===== src/rtl/ps2_rx_fifo.sv =====
// PS/2 receiver: glitch-filtered clock, 11-bit frame check, watchdog abort and FWFT byte FIFO.
// Define PS2_RX_ERR_CNT_EN to add a saturating 16-bit error counter output (err_count).
//
// state   | meaning
// --------+---------------------------------------------------------
// S_IDLE  | waiting for a start-bit falling edge while rx_en is high
// S_DATA  | shifting in bits 1..10, watchdog running
// S_CHECK | one cycle: validate frame, push byte or flag error/overflow
module ps2_rx_fifo #(
  parameter int FILTER_LEN     = 8,
  parameter int FIFO_DEPTH     = 16,
  parameter int TIMEOUT_CYCLES = 100000
) (
  input  logic                          clk,
  input  logic                          reset_n,
  input  logic                          ps2c,
  input  logic                          ps2d,
  input  logic                          rx_en,
  input  logic                          rd_en,
  input  logic                          clr_flags,
  output logic [7:0]                    dout,
  output logic                          empty,
  output logic                          full,
  output logic [$clog2(FIFO_DEPTH):0]   count,
  output logic                          frame_done_tick,
  output logic                          frame_err_tick,
  output logic                          timeout_tick,
  output logic                          overflow
`ifdef PS2_RX_ERR_CNT_EN
  ,
  output logic [15:0]                   err_count
`endif
);

  localparam int AW  = $clog2(FIFO_DEPTH);
  localparam int WDW = (TIMEOUT_CYCLES > 2) ? $clog2(TIMEOUT_CYCLES) : 1;

  typedef enum logic [1:0] {
    S_IDLE  = 2'd0,
    S_DATA  = 2'd1,
    S_CHECK = 2'd2
  } state_e;

  state_e                state_q, state_d;
  logic [FILTER_LEN-1:0] filt_q, filt_d;
  logic                  ps2c_f_q, ps2c_f_d;
  logic                  d_meta_q, d_sync_q;
  logic                  fall_edge;
  logic [10:0]           shreg_q, shreg_d;
  logic [3:0]            bit_cnt_q, bit_cnt_d;
  logic [WDW-1:0]        wd_q, wd_d;
  logic [AW-1:0]         wr_ptr_q, wr_ptr_d;
  logic [AW-1:0]         rd_ptr_q, rd_ptr_d;
  logic [AW:0]           count_q, count_d;
  logic                  overflow_q, overflow_d;
  logic [7:0]            mem_q [FIFO_DEPTH];
  logic                  frame_good;
  logic                  push;
  logic                  pop;
  logic                  drop;

  // Filtered clock only changes when the whole window agrees; fall_edge looks one value ahead.
  always_comb begin
    filt_d   = {filt_q[FILTER_LEN-2:0], ps2c};
    ps2c_f_d = ps2c_f_q;
    if (&filt_q) begin
      ps2c_f_d = 1'b1;
    end else if (~|filt_q) begin
      ps2c_f_d = 1'b0;
    end
    fall_edge = ps2c_f_q & ~ps2c_f_d;
  end

  always_ff @(posedge clk or negedge reset_n) begin
    if (!reset_n) begin
      filt_q   <= '1;
      ps2c_f_q <= 1'b1;
      d_meta_q <= 1'b1;
      d_sync_q <= 1'b1;
    end else begin
      filt_q   <= filt_d;
      ps2c_f_q <= ps2c_f_d;
      d_meta_q <= ps2d;
      d_sync_q <= d_meta_q;
    end
  end

  // Frame bits land LSB first: [0]=start, [8:1]=data, [9]=parity, [10]=stop.
  assign frame_good = (shreg_q[0] == 1'b0) && (^shreg_q[9:1]) && shreg_q[10];

  always_comb begin
    state_d         = state_q;
    shreg_d         = shreg_q;
    bit_cnt_d       = bit_cnt_q;
    wd_d            = wd_q;
    push            = 1'b0;
    drop            = 1'b0;
    frame_done_tick = 1'b0;
    frame_err_tick  = 1'b0;
    timeout_tick    = 1'b0;
    case (state_q)
      S_IDLE: begin
        if (fall_edge && rx_en) begin
          shreg_d   = {d_sync_q, 10'd0};
          bit_cnt_d = 4'd1;
          wd_d      = '0;
          state_d   = S_DATA;
        end
      end
      S_DATA: begin
        if (fall_edge) begin
          shreg_d   = {d_sync_q, shreg_q[10:1]};
          bit_cnt_d = bit_cnt_q + 4'd1;
          wd_d      = '0;
          if (bit_cnt_q == 4'd10) begin
            state_d = S_CHECK;
          end
        end else if (wd_q == WDW'(TIMEOUT_CYCLES - 1)) begin
          timeout_tick = 1'b1;
          bit_cnt_d    = 4'd0;
          wd_d         = '0;
          state_d      = S_IDLE;
        end else begin
          wd_d = wd_q + 1'b1;
        end
      end
      S_CHECK: begin
        bit_cnt_d = 4'd0;
        state_d   = S_IDLE;
        if (frame_good) begin
          if (!full || rd_en) begin
            push            = 1'b1;
            frame_done_tick = 1'b1;
          end else begin
            drop = 1'b1;
          end
        end else begin
          frame_err_tick = 1'b1;
        end
      end
      default: begin
        state_d = S_IDLE;
      end
    endcase
  end

  always_ff @(posedge clk or negedge reset_n) begin
    if (!reset_n) begin
      state_q   <= S_IDLE;
      shreg_q   <= '0;
      bit_cnt_q <= '0;
      wd_q      <= '0;
    end else begin
      state_q   <= state_d;
      shreg_q   <= shreg_d;
      bit_cnt_q <= bit_cnt_d;
      wd_q      <= wd_d;
    end
  end

  assign empty = (count_q == '0);
  assign full  = (count_q == (AW + 1)'(FIFO_DEPTH));
  assign count = count_q;
  assign dout  = empty ? 8'h00 : mem_q[rd_ptr_q];

  // A push while full may proceed only alongside a pop, so overwriting the head slot is safe.
  always_comb begin
    pop        = rd_en & ~empty;
    wr_ptr_d   = push ? wr_ptr_q + 1'b1 : wr_ptr_q;
    rd_ptr_d   = pop ? rd_ptr_q + 1'b1 : rd_ptr_q;
    count_d    = count_q;
    overflow_d = overflow_q;
    case ({push, pop})
      2'b10:   count_d = count_q + 1'b1;
      2'b01:   count_d = count_q - 1'b1;
      default: count_d = count_q;
    endcase
    if (drop) begin
      overflow_d = 1'b1;
    end else if (clr_flags) begin
      overflow_d = 1'b0;
    end
  end

  always_ff @(posedge clk or negedge reset_n) begin
    if (!reset_n) begin
      wr_ptr_q   <= '0;
      rd_ptr_q   <= '0;
      count_q    <= '0;
      overflow_q <= 1'b0;
    end else begin
      wr_ptr_q   <= wr_ptr_d;
      rd_ptr_q   <= rd_ptr_d;
      count_q    <= count_d;
      overflow_q <= overflow_d;
    end
  end

  always_ff @(posedge clk) begin
    if (push) begin
      mem_q[wr_ptr_q] <= shreg_q[8:1];
    end
  end

  assign overflow = overflow_q;

`ifdef PS2_RX_ERR_CNT_EN
  logic [15:0] err_cnt_q, err_cnt_d;

  always_comb begin
    err_cnt_d = err_cnt_q;
    if (clr_flags) begin
      err_cnt_d = '0;
    end else if ((frame_err_tick || timeout_tick || drop) && (err_cnt_q != 16'hFFFF)) begin
      err_cnt_d = err_cnt_q + 16'd1;
    end
  end

  always_ff @(posedge clk or negedge reset_n) begin
    if (!reset_n) begin
      err_cnt_q <= '0;
    end else begin
      err_cnt_q <= err_cnt_d;
    end
  end

  assign err_count = err_cnt_q;
`endif

endmodule


===== config.mk =====
export PLATFORM = sky130hd
export DESIGN_NAME = ps2_rx_fifo
export DESIGN_NICKNAME = d
export VERILOG_FILES = /design/src/rtl/ps2_rx_fifo.sv
export SDC_FILE = /design/constraint.sdc
export NUM_CORES = 1
export LEC_CHECK = 0
export BUFFER_PORTS_ARGS = -buffer_cell sky130_fd_sc_hd__buf_4
export CORE_MARGIN = 2
export CORE_UTILIZATION = 66
export CTS_CLUSTER_DIAMETER = 200
export DETAILED_ROUTE_END_ITERATION = 7
export GPL_ROUTABILITY_DRIVEN = 0
export PLACE_DENSITY = 0.81
export SLEW_MARGIN = 5
export SYNTH_ARGS = -nofsm -noshare
export SYNTH_HDL_FRONTEND = slang
export SYNTH_SLANG_ARGS = --single-unit
export TNS_END_PERCENT = 50

===== constraint.sdc =====
create_clock -name clk -period 8.7 [get_ports clk]
set_input_delay 2.61 -clock clk [delete_from_list [all_inputs] [get_ports clk]]
set_output_delay 2.61 -clock clk [all_outputs]
set_load 0.005 [all_outputs]

==> out/metrics.json, run 1 <==
{
  "route": {
    "final_antenna_net_count": 0,
    "detail_route.vias_per_cell": 6.497,
    "drt_drc_violations_left": 0,
    "wire_per_inst_um": 23.14,
    "detail_route.first_pass.iterations": 4,
    "via_count": 4431,
    "wirelength_um": 15780,
    "drt-initial-drc-count": 365
  },
  "global_route": {
    "globalRouteMet1Util_pct": 35.39,
    "overflow": 0,
    "grt_use_total_pct": 26.37,
    "global_route.usage.met2_pct": 44.10,
    "grt_antenna_before_repair": 0,
    "vias_in_the_first_global_route": 4509,
    "grt_use_met3_pct": 4.500,
    "grt-busiest-layer": "met2",
    "pin_count_of_the_biggest_net_entering_global_routing": 60,
    "global_route_wire_length_before_repair_um": 25070
  },
  "timing": {
    "worst_clock_skew_ps": 10.12,
    "min_clock_period_post_route_ps": 6570,
    "setup-violations-final": 0,
    "transition_time_at_the_pin_with_the_least_slew_margin_ps": 1026,
    "setup-tns-final_ps": 0,
    "clock.fmax_mhz": 152.2,
    "finalCritPeriodShare_pct": 75.52,
    "final-max-slew-violation-count": 0,
    "grt_setup_unrepaired": "no",
    "max-slew-margin-rel_pct": 31.34,
    "timing_hold_violations_final": 0
  },
  "layout": {
    "num-fill-cells": 676,
    "multiInputGateArea_mm2": 0.002592,
    "register_area_mm2": 0.005335,
    "insertedDiodeCount": 0,
    "layout.cell_area.non_filler_mm2": 0.009066,
    "post_route_utilization_pct": 75.80,
    "finish.net_count": 544,
    "area_growth_syn_to_layout_pct": 12.53,
    "fraction_of_final_layout_cells_with_drive_strength_greater_than_1_pct": 25.23
  },
  "pwr": {
    "static-leakage-power_nw": 3.342,
    "power.total_mw": 2.142,
    "power-per-cell-area_mw_per_mm2": 236.3,
    "vdd_ir_drop_max_v": 0.0001198
  },
  "placement": {
    "placement.cell_area_mm2": 0.008423,
    "hpwl_um": 9890,
    "number_of_port_buffers": 25
  },
  "cts": {
    "clockRootBuffer": "sky130_fd_sc_hd__clkbuf_16",
    "post_cts.resized_instances": 0,
    "setup_repair_bufs_after_cts": 0,
    "numCtsBuffers": 17,
    "hold_bufs_inserted_after_cts": 0,
    "cts.reportedPaths.clkPinSlew_ps": 60,
    "cts_tree": "yes",
    "cts.sink_count": 187,
    "cts_max_path_buffers": 2,
    "htree_depth": 4,
    "clock_latency_ps": 430
  },
  "worst_setup_path": {
    "critPathMostFrequentCell": "sky130_fd_sc_hd__buf_4",
    "slowest_stage": "sky130_fd_sc_hd__mux2i_4",
    "timing.critical_path.arrival_ps": 3960,
    "critical-path-max-stage-delay_ps": 530,
    "worstPathRequired_ps": 6090,
    "setup.worst_path.start_class": "input pin",
    "ff_to_ff_start": "shreg_q[8]",
    "cpLargestDelayFamily": "multiplexers",
    "critical_path.cell_chain": "buf_4 > nand2b_1 > o2111a_1 > mux2i_4 > inv_2 > buf_4",
    "timing.rr.end": "count[4]",
    "r2r_setup_slack_ps": 5040,
    "start_to_end_type_of_the_worst_setup_path": "in -> out",
    "critical_path_peak_fanout": 19,
    "critPathCaptureType": "primary output",
    "worst_reg2reg_path_depth": 11,
    "path_buf_inv": 3
  },
  "logic_synthesis": {
    "async_flop_share_pct": 31.55,
    "synth.yosys.seq_area_share_pct": 66.21,
    "syn-instance-count": 492,
    "synth_enable_flop_cells": 128,
    "synth_top_cell_area_share_pct": 47.71,
    "synth_area_leader_cell": "sky130_fd_sc_hd__edfxtp_1",
    "synthesis.nets": 513,
    "yosys.cell_types.count": 58,
    "dominantRegCellSynth": "sky130_fd_sc_hd__edfxtp_1",
    "cell_area_after_technology_mapping_mm2": 0.008056,
    "synth.top_cells.by_area": "sky130_fd_sc_hd__edfxtp_1 48%, sky130_fd_sc_hd__dfrtp_1 15%, sky130_fd_sc_hd__mux4_2 11%",
    "synth-seq-cells": 187,
    "synthesis.yosys.warnings": 0,
    "syn_avg_cell_area_um2": 16.37
  },
  "floorplanning": {
    "floorplan.initialDensity_pct": 67.35,
    "rows": 40,
    "floorplan.core_area_mm2": 0.01196,
    "die_x_um": 114.5,
    "design.die.area_mm2": 0.01311,
    "die_h_um": 114.5,
    "total_i_o_pin_count": 26
  },
  "hold_path": {
    "timing.hold.worst.class": "reg -> reg",
    "hold_path_startpoint": "d_meta_q",
    "hold_depth": 0,
    "worstHoldEndpoint": "d_sync_q"
  },
  "flow_run": {
    "cap_viol_max_count": 0
  },
  "outcome": {
    "outcome": "finished, final reports clean"
  }
}
-- layout make-up --
cell class | count | share of cell area (%)
clock inverters | 13 | 2.360
clock buffers | 18 | 4.734
multi-input cells | 269 | 28.60
repair buffers | 35 | 2.898
flip-flops and latches | 187 | 58.85
inverters | 13 | 0.5382
well taps | 147 | 2.029
-- state kept, by name (all words and copies together), names as in the netlist --
register / count
bit_cnt_q: 4
count: 5
d_meta_q: 1
d_sync_q: 1
filt_q: 8
mem_q: 128
overflow: 1
ps2c_f_q: 1
rd_ptr_q: 4
shreg_q: 11
state_q: 2
wd_q: 17
wr_ptr_q: 4
-- per-stage QoR --
| step | hold slack [ps] | setup WS, ps | std cells |
|---|---|---|---|
| 2_1_floorplan | 345.2 | 2731 | 492 |
| 3_3_place_gp | 347.0 | 2186 | 651 |
| 3_5_place_dp | 346.8 | 2137 | 651 |
| 4_1_cts | 355.9 | 2139 | 682 |
| 5_1_grt | 357.8 | 2040 | 682 |
| 6_report | 355.0 | 2130 | 682 |
-- worst max-delay path by stage --
stage | start | end | slack, ps | cells past startpoint
finish | rd_en | frame_done_tick | 2130 | 6
global route | rd_en | frame_done_tick | 2040 | 6
CTS | rd_en | frame_done_tick | 2140 | 6
detailed placement | rd_en | frame_done_tick | 2140 | 6
global placement | rd_en | frame_done_tick | 2190 | 6
floorplan | rd_en | frame_done_tick | 2730 | 4
-- per-layer routing --
layer	wire length, µm	part of all wire, %	vias to the layer above
li1	-	-	1967
met1	6317	40	2284
met2	8253	52	150
met3	861	5.5	30
met4	349	2.2	0
met5	0	0	-
-- cell usage in the layout, fill, tap and decap left out, types with 2 or more instances in the layout --
| cell | n |
|---|---|
| sky130_fd_sc_hd__edfxtp_1 | 128 |
| sky130_fd_sc_hd__dfrtp_1 | 47 |
| sky130_fd_sc_hd__mux4_2 | 40 |
| sky130_fd_sc_hd__buf_4 | 35 |
| sky130_fd_sc_hd__nor2_1 | 31 |
| sky130_fd_sc_hd__xnor2_1 | 24 |
| sky130_fd_sc_hd__nand2_1 | 18 |
| sky130_fd_sc_hd__clkbuf_16 | 17 |
| sky130_fd_sc_hd__nand3_1 | 16 |
| sky130_fd_sc_hd__ha_1 | 14 |
| sky130_fd_sc_hd__nor2b_1 | 13 |
| sky130_fd_sc_hd__inv_1 | 12 |
| sky130_fd_sc_hd__dfstp_2 | 11 |
| sky130_fd_sc_hd__nor3_1 | 10 |
| sky130_fd_sc_hd__a22o_1 | 10 |
| sky130_fd_sc_hd__xor2_1 | 8 |
| sky130_fd_sc_hd__nor4_1 | 7 |
| sky130_fd_sc_hd__and3_1 | 7 |
| sky130_fd_sc_hd__nand2b_1 | 6 |
| sky130_fd_sc_hd__nand4_1 | 6 |
| sky130_fd_sc_hd__o21ai_0 | 6 |
| sky130_fd_sc_hd__bufinv_16 | 5 |
| sky130_fd_sc_hd__nor4b_2 | 3 |
| sky130_fd_sc_hd__and2_1 | 3 |
| sky130_fd_sc_hd__mux2_1 | 3 |
| sky130_fd_sc_hd__mux2_2 | 3 |
| sky130_fd_sc_hd__inv_6 | 3 |
| sky130_fd_sc_hd__xnor3_1 | 2 |
| sky130_fd_sc_hd__nor4_2 | 2 |
| sky130_fd_sc_hd__or4bb_1 | 2 |
| sky130_fd_sc_hd__nand3b_1 | 2 |
| sky130_fd_sc_hd__a222oi_1 | 2 |
| sky130_fd_sc_hd__a21oi_1 | 2 |
| sky130_fd_sc_hd__o221ai_1 | 2 |
| sky130_fd_sc_hd__o22ai_1 | 2 |
| sky130_fd_sc_hd__and4_1 | 2 |
| sky130_fd_sc_hd__or3_1 | 2 |
| sky130_fd_sc_hd__clkinvlp_4 | 2 |
| sky130_fd_sc_hd__clkinv_4 | 2 |
-- kinds of logic (layout without fill, tap and decap cells) --
logic type                 after synthesis  after routing  synth area share (%)
AOI/OAI and AO/OA                       34             34                 3.401
xor gates and xnor gates                34             34                 4.038
adders and majority gates               14             14                 2.174
buffers and inverters                   36             79                 1.848
DFF                                    187            187                 66.21
muxes                                   47             47                 12.30
and+or+nand+nor                        140            140                 10.03
-- where the power goes --
group	internal (mW)	switching [mW]
Sequential	0.970	0.0610
Combinational	0.138	0.137
Clock	0.511	0.325
Total	1.62	0.523
-- cell usage after synthesis, types with 7 or more instances --
cell	count
sky130_fd_sc_hd__buf_2	8
sky130_fd_sc_hd__dfrtp_1	48
sky130_fd_sc_hd__nand3_1	16
sky130_fd_sc_hd__and3_1	7
sky130_fd_sc_hd__xor2_1	8
sky130_fd_sc_hd__edfxtp_1	128
sky130_fd_sc_hd__dfstp_2	11
sky130_fd_sc_hd__clkbuf_1	12
sky130_fd_sc_hd__ha_1	14
sky130_fd_sc_hd__nor4_1	7
sky130_fd_sc_hd__nand2_1	18
sky130_fd_sc_hd__nor2_1	31
sky130_fd_sc_hd__mux4_2	40
sky130_fd_sc_hd__inv_1	12
sky130_fd_sc_hd__nor3_1	10
sky130_fd_sc_hd__nor2b_1	13
sky130_fd_sc_hd__a22o_1	10
sky130_fd_sc_hd__xnor2_1	24
No activity file was read; power rests on OpenSTA's default activity.
==> run 2: changes to the inputs <==
- CORE_UTILIZATION: 66 -> 56
- PLACE_DENSITY: 0.81 -> 0.73
- clock period: 8.7 -> 5.36 ns (I/O delays scaled with it)
==> out/metrics.json, run 2 (same netlist as run 1, synthesis figures left out) <==
{
  "worst_setup_path": {
    "ff_to_ff_start": "shreg_q[1]",
    "worst_reg2reg_path_depth": 12,
    "worstPathRequired_ps": 3750,
    "setup.worst_path.start_class": "input pin",
    "r2r_setup_slack_ps": 1730,
    "critical_path.cell_chain": "buf_4 > nor2b_1 > a2111oi_2 > mux2i_4 > buf_4 > inv_2 > buf_4",
    "start_to_end_type_of_the_worst_setup_path": "in -> out",
    "slowest_stage": "sky130_fd_sc_hd__a2111oi_2",
    "critical-path-max-stage-delay_ps": 480,
    "critPathMostFrequentCell": "sky130_fd_sc_hd__buf_4",
    "timing.rr.end": "count[4]",
    "timing.critical_path.arrival_ps": 2780,
    "critPathCaptureType": "primary output",
    "critical_path_peak_fanout": 19
  },
  "timing": {
    "max-slew-margin-rel_pct": 37.36,
    "worst_clock_skew_ps": 10.58,
    "finalCritPeriodShare_pct": 81.89,
    "timing_hold_violations_final": 0,
    "clock.fmax_mhz": 227.8,
    "transition_time_at_the_pin_with_the_least_slew_margin_ps": 934.5,
    "grt_setup_unrepaired": "no",
    "final-max-slew-violation-count": 0,
    "setup-violations-final": 0,
    "setup-tns-final_ps": 0,
    "min_clock_period_post_route_ps": 4389,
    "worst_hold_slack_ps": 356.8
  },
  "pwr": {
    "static-leakage-power_nw": 3.332,
    "p_sw_uw": 838.4,
    "seq_power_share_pct": 50.0,
    "power.switching_fraction_pct": 24.89,
    "vdd_ir_drop_max_v": 0.0002155,
    "cell_internal_pwr_mw": 2.529,
    "combinationalPowerShare_pct": 13.1,
    "power-per-cell-area_mw_per_mm2": 371.0,
    "clock_power_share_pct": 36.9
  },
  "floorplanning": {
    "total_i_o_pin_count": 26,
    "design.die.area_mm2": 0.01536,
    "die_h_um": 123.9,
    "floorplan.initialDensity_pct": 57.59,
    "die_x_um": 123.9,
    "rows": 43,
    "floorplan.core_area_mm2": 0.01399
  },
  "layout": {
    "fraction_of_final_layout_cells_with_drive_strength_greater_than_1_pct": 25.66,
    "largest_reg_flops": 128,
    "layout_top_registers": "mem_q (128), wd_q (17), shreg_q (11)",
    "insertedDiodeCount": 0,
    "leading_cell_type_in_the_layout_fill_and_taps_excluded": "sky130_fd_sc_hd__edfxtp_1",
    "num-fill-cells": 995,
    "registers.top_by_ff_count": "mem_q",
    "area_growth_syn_to_layout_pct": 12.67,
    "finish.net_count": 542,
    "final_cell_count_no_fill": 714,
    "layout.cells.most_common_list": "128 x sky130_fd_sc_hd__edfxtp_1, 47 x sky130_fd_sc_hd__dfrtp_1, 40 x sky130_fd_sc_hd__mux4_2, 32 x sky130_fd_sc_hd__buf_4, 31 x sky130_fd_sc_hd__nor2_1"
  },
  "global_route": {
    "grt_antenna_before_repair": 0,
    "overflow": 0,
    "vias_in_the_first_global_route": 4282,
    "global_route_wire_length_before_repair_um": 23390,
    "grt_use_total_pct": 21.13,
    "pin_count_of_the_biggest_net_entering_global_routing": 60
  },
  "cts": {
    "cts_max_path_buffers": 2,
    "setup_repair_bufs_after_cts": 0,
    "clockRootBuffer": "sky130_fd_sc_hd__clkbuf_16",
    "numCtsBuffers": 17,
    "cts.sink_count": 187,
    "hold_bufs_inserted_after_cts": 0,
    "cts.reportedPaths.clkPinSlew_ps": 60,
    "cts_tree": "yes",
    "clock_latency_ps": 430,
    "post_cts.resized_instances": 0,
    "htree_depth": 4
  },
  "route": {
    "drt_drc_violations_left": 0,
    "wire_per_inst_um": 20.65,
    "detail_route.vias_per_cell": 6.025,
    "drt-initial-drc-count": 373,
    "via_count": 4302,
    "detail_route.first_pass.iterations": 5,
    "final_antenna_net_count": 0,
    "wirelength_um": 14750
  },
  "hold_path": {
    "hold_depth": 0,
    "timing.hold.worst.class": "reg -> reg",
    "worstHoldEndpoint": "d_sync_q",
    "hold_path_startpoint": "d_meta_q"
  },
  "placement": {
    "number_of_port_buffers": 25,
    "hpwl_um": 9517,
    "placed_cells": 682
  },
  "outcome": {
    "outcome": "finished, final reports clean"
  },
  "flow_run": {
    "cap_viol_max_count": 0
  }
}
-- run 2: cell count changes in the layout (fill, tap and decap cells not counted), sizes merged --
cell / previous run / this run
buf: 35 / 33
bufinv: 5 / 0
clkbuf: 18 / 25
clkinv: 3 / 5
clkinvlp: 2 / 0
inv: 16 / 15
-- run 2: worst max-delay path by stage --
stage / startpoint / endpoint / slack, ps / cells past startpoint
after floorplan: rd_en / frame_done_tick / 1390 / 4
after global placement: rd_en / frame_done_tick / 1010 / 7
after detailed placement: rd_en / frame_done_tick / 950 / 7
after CTS: rd_en / frame_done_tick / 940 / 7
after global routing: shreg_q[1] / frame_done_tick / 900 / 6
final: rd_en / frame_done_tick / 970 / 7
-- run 2: cell type report --
| type | count | area, µm² | share of cell area, % |
|---|---|---|---|
| clock buffer | 25 | 553.0 | 6.092 |
| clock inverter | 7 | 47.55 | 0.5238 |
| timing repair buffer | 33 | 260.3 | 2.867 |
| tap | 180 | 225.2 | 2.481 |
| sequential | 187 | 5335 | 58.77 |
| multi-input combinational | 269 | 2608 | 28.72 |
| inverter | 13 | 48.80 | 0.5376 |
-- run 2: metal layers --
| metal | track usage, % | share of wire (%) | vias to the layer above |
|---|---|---|---|
| li1 | - | - | 1950 |
| met1 | 29.56 | 44 | 2213 |
| met2 | 34.03 | 50 | 121 |
| met3 | 3.984 | 4.0 | 18 |
| met4 | 6.952 | 1.5 | 0 |
| met5 | 0 | 0 | - |
-- run 2: critical path, delay by kind of cell --
kind	cells	cell delay, ps
multiplexers	1	120
AO/OA/AOI/OAI	1	480
buffers and inverters	4	520
AND/OR/NAND/NOR	1	50
-- run 2: metrics by stage --
stage | setup slack [ps] | power [mW] | instance area, µm² | util (%)
3_5_place_dp | 946.1 | 2.166 | 8477 | 60.60
2_1_floorplan | 1395 | 2.019 | 8056 | -
4_1_cts | 944.4 | 3.398 | 9077 | 64.89
6_report | 970.7 | 3.368 | 9077 | 64.89
5_1_grt | 895.1 | 3.495 | 9077 | 64.89
3_3_place_gp | 1008 | 2.154 | 8477 | 60.60
-- run 2: power groups by stage --
stage / Sequential, mW / Clock, mW / Combinational [mW]
after floorplan: 1.64 / 0 / 0.382
after global placement: 1.71 / 0 / 0.445
after detailed placement: 1.71 / 0 / 0.452
after CTS: 1.69 / 1.26 / 0.452
after global routing: 1.70 / 1.32 / 0.484
final: 1.68 / 1.24 / 0.441
